**config.mk**
```make
export PLATFORM = sky130hd
export DESIGN_NAME = pie_decoder
export DESIGN_NICKNAME = d
export VERILOG_FILES = /design/src/rtl/pie_decoder.sv
export SDC_FILE = /design/constraint.sdc
export NUM_CORES = 1
export LEC_CHECK = 0
export ABC_AREA = 1
export CAP_MARGIN = 10
export CORE_MARGIN = 4
export CORE_UTILIZATION = 57
export CTS_CLUSTER_SIZE = 16
export DETAILED_ROUTE_END_ITERATION = 8
export PLACE_DENSITY_LB_ADDON = 0.15
export SYNTH_ARGS = -nofsm -noshare
export SYNTH_HDL_FRONTEND = slang
export SYNTH_SLANG_ARGS = --single-unit
```
**constraint.sdc**
```tcl
create_clock -name clk -period 8.4 [get_ports clk]
set_input_delay 1.68 -clock clk [delete_from_list [all_inputs] [get_ports clk]]
set_output_delay 1.68 -clock clk [all_outputs]
set_load 0.005 [all_outputs]
```
**src/rtl/pie_decoder.sv**
```systemverilog
// PIE downlink decoder: measures delimiter, data-0, RTcal and optional TRcal,
// then slices data symbols against pivot = RTcal/2 into a bit stream.
//
// state   | meaning
// --------+--------------------------------------------------------------
// S_IDLE  | waiting for the falling edge that opens a delimiter
// S_DELIM | delimiter low in progress, length checked on the rising edge
// S_DATA0 | measuring data-0 (Tari), rising edge to rising edge
// S_RTCAL | measuring RTcal, checked against 2..3.5 Tari
// S_CAL2  | next symbol is either TRcal (longer than RTcal) or the first bit
// S_DATA  | slicing data symbols; no edge within RTcal ends the frame
module pie_decoder #(
  parameter int CNT_W     = 10,
  parameter int DELIM_MIN = 20,
  parameter int DELIM_MAX = 29,
  parameter int TARI_MIN  = 11,
  parameter int TARI_MAX  = 50
) (
  input  logic             clk,
  input  logic             rst,
  input  logic             i_rx_env,
  input  logic             i_rx_en,
  input  logic             i_clear_cu,
  output logic             o_bit_valid_pie,
  output logic             o_bit_data_pie,
  output logic             o_frame_start_pie,
  output logic             o_frame_end_pie,
  output logic             o_err_pie,
  output logic [7:0]       o_bit_cnt_pie,
  output logic [CNT_W-1:0] o_tari_pie,
  output logic [CNT_W-1:0] o_rtcal_pie,
  output logic [CNT_W-1:0] o_trcal_pie,
  output logic             o_trcal_valid_pie
);

  // Two extra bits so 3.5*Tari and cnt+1 never wrap.
  localparam int LW = CNT_W + 2;

  typedef enum logic [2:0] {S_IDLE, S_DELIM, S_DATA0, S_RTCAL, S_CAL2, S_DATA} state_t;

  state_t state, state_nxt;

  logic             rx_s1, rx_s2, rx_s3;
  logic             rise, fall, abort;
  logic [CNT_W-1:0] cnt, len_sat;
  logic [CNT_W-1:0] tari_q, rtcal_q, trcal_q, pivot_q;
  logic [7:0]       bit_cnt_q;
  logic             trcal_valid_q, bit_data_q;
  logic             bit_valid_q, start_q, end_q, err_q;
  logic             cnt_max;
  logic [LW-1:0]    len, tari_x, rtcal_x, lo_lim, hi_lim;
  logic             delim_ok, tari_ok, rtcal_ok, is_trcal, delim_to, data_to, bit_val;

  logic ev_err, ev_start, ev_bit, ev_end, ev_tari, ev_trcal, cnt_clr;

  assign abort    = i_clear_cu | ~i_rx_en;
  assign rise     = rx_s2 & ~rx_s3;
  assign fall     = ~rx_s2 & rx_s3;
  assign cnt_max  = &cnt;
  assign len      = LW'(cnt) + LW'(1);
  assign len_sat  = cnt_max ? cnt : cnt + CNT_W'(1);
  assign tari_x   = LW'(tari_q);
  assign rtcal_x  = LW'(rtcal_q);
  assign lo_lim   = tari_x << 1;
  assign hi_lim   = (tari_x << 1) + tari_x + (tari_x >> 1);
  assign delim_ok = (len >= LW'(DELIM_MIN)) && (len <= LW'(DELIM_MAX));
  assign delim_to = (len == LW'(DELIM_MAX + 1));
  assign tari_ok  = (len >= LW'(TARI_MIN)) && (len <= LW'(TARI_MAX));
  assign rtcal_ok = (len > lo_lim) && (len <= hi_lim);
  assign is_trcal = (len > rtcal_x);
  assign data_to  = (len == rtcal_x);
  assign bit_val  = (len >= LW'(pivot_q));

  // State register; every abort source returns to IDLE.
  always_ff @(posedge clk) begin
    if (rst || abort) state <= S_IDLE;
    else              state <= state_nxt;
  end

  // Next-state decode from edges and measured interval.
  always_comb begin
    state_nxt = state;
    case (state)
      S_IDLE:  if (fall) state_nxt = S_DELIM;
      S_DELIM: if (rise) state_nxt = delim_ok ? S_DATA0 : S_IDLE;
               else if (delim_to) state_nxt = S_IDLE;
      S_DATA0: if (rise) state_nxt = tari_ok ? S_RTCAL : S_IDLE;
               else if (cnt_max) state_nxt = S_IDLE;
      S_RTCAL: if (rise) state_nxt = rtcal_ok ? S_CAL2 : S_IDLE;
               else if (cnt_max) state_nxt = S_IDLE;
      S_CAL2:  if (rise) state_nxt = S_DATA;
               else if (cnt_max) state_nxt = S_IDLE;
      S_DATA:  if (!rise && data_to) state_nxt = S_IDLE;
      default: state_nxt = S_IDLE;
    endcase
  end

  // Per-cycle events that the datapath registers into pulses and captures.
  always_comb begin
    ev_err   = 1'b0;
    ev_start = 1'b0;
    ev_bit   = 1'b0;
    ev_end   = 1'b0;
    ev_tari  = 1'b0;
    ev_trcal = 1'b0;
    cnt_clr  = 1'b0;
    case (state)
      S_IDLE:  cnt_clr = fall;
      S_DELIM: begin
        if (rise) begin
          cnt_clr = 1'b1;
          ev_err  = ~delim_ok;
        end else if (delim_to) ev_err = 1'b1;
      end
      S_DATA0: begin
        if (rise) begin
          cnt_clr = 1'b1;
          ev_tari = tari_ok;
          ev_err  = ~tari_ok;
        end else if (cnt_max) ev_err = 1'b1;
      end
      S_RTCAL: begin
        if (rise) begin
          cnt_clr  = 1'b1;
          ev_start = rtcal_ok;
          ev_err   = ~rtcal_ok;
        end else if (cnt_max) ev_err = 1'b1;
      end
      S_CAL2: begin
        if (rise) begin
          cnt_clr  = 1'b1;
          ev_trcal = is_trcal;
          ev_bit   = ~is_trcal;
        end else if (cnt_max) ev_err = 1'b1;
      end
      S_DATA: begin
        if (rise) begin
          cnt_clr = 1'b1;
          ev_bit  = 1'b1;
        end else if (data_to) begin
          ev_end = rx_s2;
          ev_err = ~rx_s2;
        end
      end
      default: ev_err = 1'b0;
    endcase
  end

  // Synchronizer, interval counter, captured calibration values and pulses.
  always_ff @(posedge clk) begin
    if (rst || abort) begin
      rx_s1         <= 1'b0;
      rx_s2         <= 1'b0;
      rx_s3         <= 1'b0;
      cnt           <= '0;
      tari_q        <= '0;
      rtcal_q       <= '0;
      trcal_q       <= '0;
      pivot_q       <= '0;
      bit_cnt_q     <= '0;
      trcal_valid_q <= 1'b0;
      bit_data_q    <= 1'b0;
      bit_valid_q   <= 1'b0;
      start_q       <= 1'b0;
      end_q         <= 1'b0;
      err_q         <= 1'b0;
    end else begin
      rx_s1       <= i_rx_env;
      rx_s2       <= rx_s1;
      rx_s3       <= rx_s2;
      cnt         <= cnt_clr ? '0 : len_sat;
      bit_valid_q <= ev_bit;
      start_q     <= ev_start;
      end_q       <= ev_end;
      err_q       <= ev_err;
      if (ev_tari) tari_q <= len_sat;
      if (ev_start) begin
        rtcal_q       <= len_sat;
        pivot_q       <= len_sat >> 1;
        bit_cnt_q     <= '0;
        trcal_valid_q <= 1'b0;
      end
      if (ev_trcal) begin
        trcal_q       <= len_sat;
        trcal_valid_q <= 1'b1;
      end
      if (ev_bit) begin
        bit_data_q <= bit_val;
        if (bit_cnt_q != 8'hFF) bit_cnt_q <= bit_cnt_q + 8'd1;
      end
    end
  end

  assign o_bit_valid_pie   = bit_valid_q;
  assign o_bit_data_pie    = bit_data_q;
  assign o_frame_start_pie = start_q;
  assign o_frame_end_pie   = end_q;
  assign o_err_pie         = err_q;
  assign o_bit_cnt_pie     = bit_cnt_q;
  assign o_tari_pie        = tari_q;
  assign o_rtcal_pie       = rtcal_q;
  assign o_trcal_pie       = trcal_q;
  assign o_trcal_valid_pie = trcal_valid_q;

endmodule

```
# ---- Word-level counts from Yosys, hierarchy flattened
# Index checks and enable logic that the tools add are counted.
dict set report classes {
  add_sub_neg 5
  order_cmp 8
  eq_ne 11
  mux 37
  n_bitwise 12
  reduce_logical 13
}
# op n
set op_table {}
lappend op_table {{2-to-1 mux 3 bit} 9}
lappend op_table {{2-to-1 mux 8 bit} 3}
lappend op_table {{2-to-1 mux 1 bit} 18}
lappend op_table {{one-hot mux 3 bit (6 select lines)} 1}
lappend op_table {{adder 11 x 10 -> 12 bit} 1}
lappend op_table {{adder 12 x 9 -> 12 bit} 1}
lappend op_table {{<= comparator 11 x 12 -> 1 bit} 1}
lappend op_table {{adder 10 x 1 -> 11 bit (second input constant)} 1}
lappend op_table {{equality test 11 x 10 -> 1 bit} 1}
lappend op_table {{equality test 11 x 5 -> 1 bit (second input constant)} 1}
lappend op_table {{>= comparator 11 x 4 -> 1 bit (second input constant)} 1}
lappend op_table {{>= comparator 11 x 5 -> 1 bit (second input constant)} 1}
lappend op_table {{>= comparator 11 x 9 -> 1 bit} 1}
lappend op_table {{> comparator 11 x 10 -> 1 bit} 1}
lappend op_table {{> comparator 11 bit} 1}
lappend op_table {{<= comparator 11 x 5 -> 1 bit (second input constant)} 1}
lappend op_table {{<= comparator 11 x 6 -> 1 bit (second input constant)} 1}
lappend op_table {{adder 10 x 1 -> 10 bit (second input constant)} 1}
lappend op_table {{2-to-1 mux 10 bit} 1}
lappend op_table {{AND reduction 10 bit} 1}
lappend op_table {{inverter 1 bit} 9}
lappend op_table {{adder 8 x 1 -> 8 bit (second input constant)} 1}
lappend op_table {{inequality test 8 bit (second input constant)} 1}
lappend op_table {{equality test 3 x 2 -> 1 bit (second input constant)} 2}
lappend op_table {{other kinds (18)} 26}
dict set report totals {
  regBits 69
  input_bits 5
  out_inout_bits 44
  elab_cells 102
}

# ---- Longest topological paths before layout
dict set report depth {
  word_depth 9
  depth_mapped 23
  depth_no_buf 23
}

# ---- Worst setup path after synthesis
# No wires, ideal clock.
dict set report synth_timing {
  path_type {reg2reg}
  startpoint {reg tari_q[4] (netlist: o_tari_pie[4])}
  endpoint {reg rtcal_q[3] (netlist: o_rtcal_pie[3])}
  setup_time_ns 0.070
  arrival_time_ns 3.391
  required_ns 8.330
  setup_slack_ns 4.939
  stages_incl_launch_ff 23
  path_buffers 1
  cell_sequence {dfxtp_1 -> fa_1 -> ha_1 -> a21oi_1 -> o21ai_0 -> a21oi_1 -> nor2_1 -> o21ai_0 -> nand2_1 -> xor2_1 -> ha_1 -> nand2_1 -> inv_1 -> nand4_1 -> nand2_1 -> a21oi_1 -> nand2_1 -> inv_1 -> nand2_1 -> nand3_1 -> clkbuf_1 -> o21ai_0 -> a21oi_1}
}
dict set report synth_between {
  elab_chain_len 6
  elab_cells_between_ends 7
}
# element line_no
set synth_rtl {}
lappend synth_rtl {{start: declaration} 46} ;# logic [CNT_W-1:0] tari_q, rtcal_q, trcal_q, pivot_q;
lappend synth_rtl {{start signal: assignment} 176} ;# if (ev_tari) tari_q <= len_sat;
lappend synth_rtl {{adder 11 x 10 -> 12 bit} 65} ;# assign hi_lim = (tari_x << 1) + tari_x + (tari_x >> 1);
lappend synth_rtl {{adder 12 x 9 -> 12 bit} 65}
lappend synth_rtl {{<= comparator 11 x 12 -> 1 bit} 69} ;# assign rtcal_ok = (len > lo_lim) && (len <= hi_lim);
lappend synth_rtl {{logical AND 1 bit (*)} 69}
lappend synth_rtl {{2-to-1 mux 1 bit (*)} 123} ;# if (rise) begin
lappend synth_rtl {{2-to-1 mux 1 bit (*)} 107} ;# case (state)
lappend synth_rtl {{end signal: assignment} 178} ;# rtcal_q <= len_sat;
lappend synth_rtl {{end: declaration} 46}
# Every way passes the cells marked *; elsewhere a longest branch is shown, timed or not.
# A chain may end at the register's enable or synchronous reset.

# ---- Worst setup path in the final report
dict set report layout_timing {
  startpoint {reg tari_q[3] (netlist: o_tari_pie[3])}
  endpoint {reg rtcal_q[8] (netlist: o_rtcal_pie[8])}
}
# Same word-level chain as after synthesis.

==> impl_results.rst <==
.. list-table::
   :header-rows: 1

   * - Metric
     - Value
   * - Buffers inserted by post-CTS timing repair
     - 0
   * - Routability cong.
     - between 0.9 and 1
   * - Number of hold-slack violations in the final timing report
     - 0
   * - Standard cell area after detailed placement
     - 0.00498 mm²
   * - Source-to-sink clock delay at the later pin of the worst-skew pair
     - roughly 0.35 ns
   * - Total Die Area
     - 0.00925 mm²
   * - Area used by multi-input combinational logic
     - ~0.0027 mm²
   * - Seq pwr share
     - a little under half
   * - Number of antenna cells inserted
     - 0
   * - Combinational Power Share
     - around 3.2%
   * - Overall routed net length
     - roughly 12000 µm
   * - Sequential share of the synthesized area
     - between 20% and 30%
   * - Switching part of the total
     - between 20% and 30%
   * - Clock tree buffer depth
     - 2
   * - Clock transition at path regs
     - around 0.060 ns
   * - Average wire per standard cell
     - between 10 and 15 µm
   * - Worst Hold Margin
     - 0.409 ns
   * - Static Leakage
     - between 2 and 2.5 nW
   * - Count of distinct cell types in the synthesized netlist
     - 40
   * - Synthesized instance count
     - roughly 630
   * - Setup TNS after final layout
     - 0 ns
   * - Number of warning messages in the yosys log
     - 0
   * - Hold buffer count at CTS
     - 0
   * - VDD IR-drop max
     - between 0.0001 and 0.00015 V
   * - Number of detailed-route iterations in the first pass
     - 5
   * - Category of the worst setup path capture point
     - flip-flop
   * - CTS H-tree depth
     - 3
   * - Synthesized-area fraction occupied by and/or/nand/nor cells
     - between 20% and 30%
   * - TritonCTS clock tree
     - done
   * - I/O Buffers
     - 48
   * - Share of cells above drive strength 1
     - approximately 5.0%
   * - Chip height
     - between 90 and 100 µm
   * - Xor and xnor area share after synthesis
     - ~3.0%
   * - Routed wire length on met3
     - slightly above 700 µm
   * - Total count of max-transition violations in the final report
     - 0
   * - Cell area after technology mapping
     - about 0.0044 mm²
   * - Area used by sequential logic in the layout
     - about 0.0012 mm²
   * - Max-cap violations
     - 0
   * - Avg Vias per Cell
     - about 5.5
   * - Startpoint-to-endpoint class of the critical path
     - flip-flop to flip-flop
   * - Gates resized, CTS repair
     - 0
   * - Sum of overflow across all layers after global routing
     - 0
   * - Via count of the first global-routing pass
     - 4244
   * - Non-filler instance count after layout
     - just under 800
   * - Number of sinks handled by clock tree synthesis
     - 60
   * - Share of the synthesized area in compound gates (AO/OA/AOI/OAI)
     - between 10 and 15%
   * - Clock buffers created by TritonCTS
     - 9
   * - Detailed Route Iter0 Violations
     - 259
   * - Std cell rows
     - 31
   * - Final net count
     - 747
   * - Area of all placed cells without fillers
     - between 0.005 and 0.006 mm²
   * - Maximum clock frequency
     - roughly 0.21 GHz
   * - Relative slew margins
     - 26.3%
   * - Top-Level Pins
     - 49
   * - Cell Int Power
     - 488 µW
   * - Minimum clock period
     - around 4.7 ns
   * - Clock network power share
     - between 50% and 60%
   * - Commonest non-fill, non-tap cells in the layout
     - sky130_fd_sc_hd__nand2_1, sky130_fd_sc_hd__inv_1, sky130_fd_sc_hd__a21oi_1
   * - Top metal layer carrying routed signals
     - met4
   * - Final Power
     - about 600 µW
   * - Final clock period utilization by the worst path
     - between 50% and 60%
   * - Post-route clock skew
     - 0.00895 ns
   * - Class of the tightest hold or removal check
     - flip-flop to flip-flop
   * - Main combinational cell family by area after synthesis
     - simple AND/OR/NAND/NOR gates
   * - ANT nets after route
     - 0
   * - Run status
     - finished clean
   * - Startpoint kind of the worst setup timing path
     - flip-flop
   * - Net count of the mapped netlist
     - 700
   * - Least-Margin Pin Slew
     - between 1 and 1.5 ns
   * - Total setup violations reported at the end of the flow
     - 0
   * - Routed length on met1
     - slightly above 5000 µm
   * - Number of cells in the design after placement
     - 763
   * - Power per unit of standard cell area
     - approximately 120 mW/mm²
   * - Core box area
     - around 0.0074 mm²
   * - Switching component of the power
     - 128 µW
   * - Most common cell after layout, fill and taps aside
     - sky130_fd_sc_hd__nand2_1
   * - Drt drc
     - 0
   * - Count of vias placed by the detailed router
     - about 4200
   * - Detail Placement HPWL
     - 8820 µm
   * - First-pass GRT wire length
     - 19500 µm
   * - Post-synthesis register bit count
     - 60
   * - Die Wd
     - 96.2 µm
   * - Met2 WL
     - roughly 5500 µm
   * - Avg Cell Area, Syn
     - ~7.1 µm²
   * - Area growth from synthesis to layout
     - 17.6%
   * - Initial antenna violation count
     - 0
   * - Cell at the root of the clock tree
     - sky130_fd_sc_hd__clkbuf_8
   * - Largest net degree at the start of global routing
     - 34
   * - Aggregate global-route resource usage
     - a little over a quarter
   * - Crit path required time
     - approximately 8.6 ns
   * - Total of fill cells in the finished design
     - roughly 630
   * - Initial Util
     - between 50% and 60%
   * - Unrepaired setup endpoints after global routing
     - no
   * - Critical-path maximum fanout
     - 32
   * - Data arrival time of the worst path
     - 4.88 ns
   * - Synthesized-area fraction occupied by adder cells
     - 20.6%
   * - Mux cell area share after synthesis
     - 0%
[worst paths after layout]
check / from / end / slack (ns) / cells past startpoint
setup / recovery: o_tari_pie[3]$_SDFFE_PP0P_ / o_rtcal_pie[8]$_SDFFE_PP0P_ / 3.70 / 21
hold / removal: rx_s1$_SDFF_PP0_ / rx_s2$_SDFF_PP0_ / 0.41 / 2
setup reg to reg: o_tari_pie[3]$_SDFFE_PP0P_ / o_rtcal_pie[8]$_SDFFE_PP0P_ / 3.70 / 21
hold reg to reg: rx_s1$_SDFF_PP0_ / rx_s2$_SDFF_PP0_ / 0.41 / 2
[cells in the mapped netlist, drive strengths merged]
master	instances	area share (%)
clkinv	1	0.085
o211ai	3	0.51
a21oi	66	7.5
nor3b	1	0.17
o31ai	1	0.17
nand2	116	10
a31oi	2	0.42
o2111ai	1	0.20
o21bai	1	0.17
dfxtp	60	27
nand3	43	5.0
inv	113	9.6
ha	57	16
a31o	1	0.20
nand4	8	1.1
nand3b	3	0.59
or2	1	0.14
clkbuf	8	0.71
buf	4	0.59
o21a	1	0.17
nor2	51	4.5
a21o	1	0.17
fa	10	4.5
o21ai	43	5.0
xor2	13	2.6
and3	1	0.14
xnor2	2	0.40
nor3	16	2.2
[final cells by class]
class	count	area share, %
multi-input cells	442	52.7
flip-flops and latches	60	23.0
repair buffers	48	9.22
inverters	114	8.21
clock buffers	11	2.52
well taps	99	2.38
clock inverters	5	1.92
[worst max-delay path: stages (launching register included)]
cell,delay [ns]
sky130_fd_sc_hd__dfxtp_1,0.49
sky130_fd_sc_hd__fa_1,0.48
sky130_fd_sc_hd__ha_1,0.38
sky130_fd_sc_hd__a21oi_1,0.25
sky130_fd_sc_hd__o21ai_0,0.14
sky130_fd_sc_hd__a21oi_1,0.21
sky130_fd_sc_hd__nor2_1,0.06
sky130_fd_sc_hd__o21ai_0,0.14
sky130_fd_sc_hd__nand2_1,0.08
sky130_fd_sc_hd__xor2_1,0.15
sky130_fd_sc_hd__ha_1,0.28
sky130_fd_sc_hd__nand2_1,0.04
sky130_fd_sc_hd__inv_1,0.06
sky130_fd_sc_hd__nand4_1,0.13
sky130_fd_sc_hd__nand2_1,0.10
sky130_fd_sc_hd__a21oi_1,0.04
sky130_fd_sc_hd__nand2_1,0.06
sky130_fd_sc_hd__inv_1,0.04
sky130_fd_sc_hd__nand2_1,0.07
sky130_fd_sc_hd__nand3_1,0.75
sky130_fd_sc_hd__o21ai_0,0.50
sky130_fd_sc_hd__a21oi_1,0.08
[per-stage QoR]
| step | utilization (%) | setup slack (ns) |
|---|---|---|
| detailed placement | 67.2 | 3.40 |
| global placement | 67.2 | 3.54 |
| floorplan | - | 4.94 |
| CTS | 70.3 | 3.74 |
| global route | 70.3 | 3.28 |
| finish | 70.3 | 3.70 |
[per-layer routing]
| layer | up-vias | track usage [%] |
|---|---|---|
| met5 | - | 0 |
| li1 | 2133 | - |
| met4 | 0 | 8.65 |
| met1 | 1939 | 34.5 |
| met3 | 23 | 5.63 |
| met2 | 152 | 45.8 |
[registers in the layout, indices dropped and copies added (netlist names)]
name               count
o_tari_pie            10
o_bit_cnt_pie          8
o_bit_data_pie         1
o_trcal_valid_pie      1
rx_s3                  1
o_err_pie              1
o_rtcal_pie           10
o_frame_start_pie      1
o_bit_valid_pie        1
rx_s2                  1
rx_s1                  1
o_trcal_pie           10
o_frame_end_pie        1
state                  3
cnt                   10
[logic make-up after synthesis]
| kind of cell | Yosys count |
|---|---|
| buffers and inverters | 126 |
| flip-flops | 60 |
| XOR/XNOR | 15 |
| AND/OR/NAND/NOR | 240 |
| adder cells (fa/ha/maj) | 67 |
| AO/OA/AOI/OAI | 120 |
[power by group through the flow]
stage	clock network, mW	logic [mW]	registers [mW]
after CTS	0.316	0.0199	0.286
after global routing	0.325	0.0228	0.286
final	0.310	0.0199	0.286
after floorplan	0	0.0140	0.292
after detailed placement	0	0.0196	0.292
after global placement	0	0.0191	0.292
(Power assumes the default switching activity.)
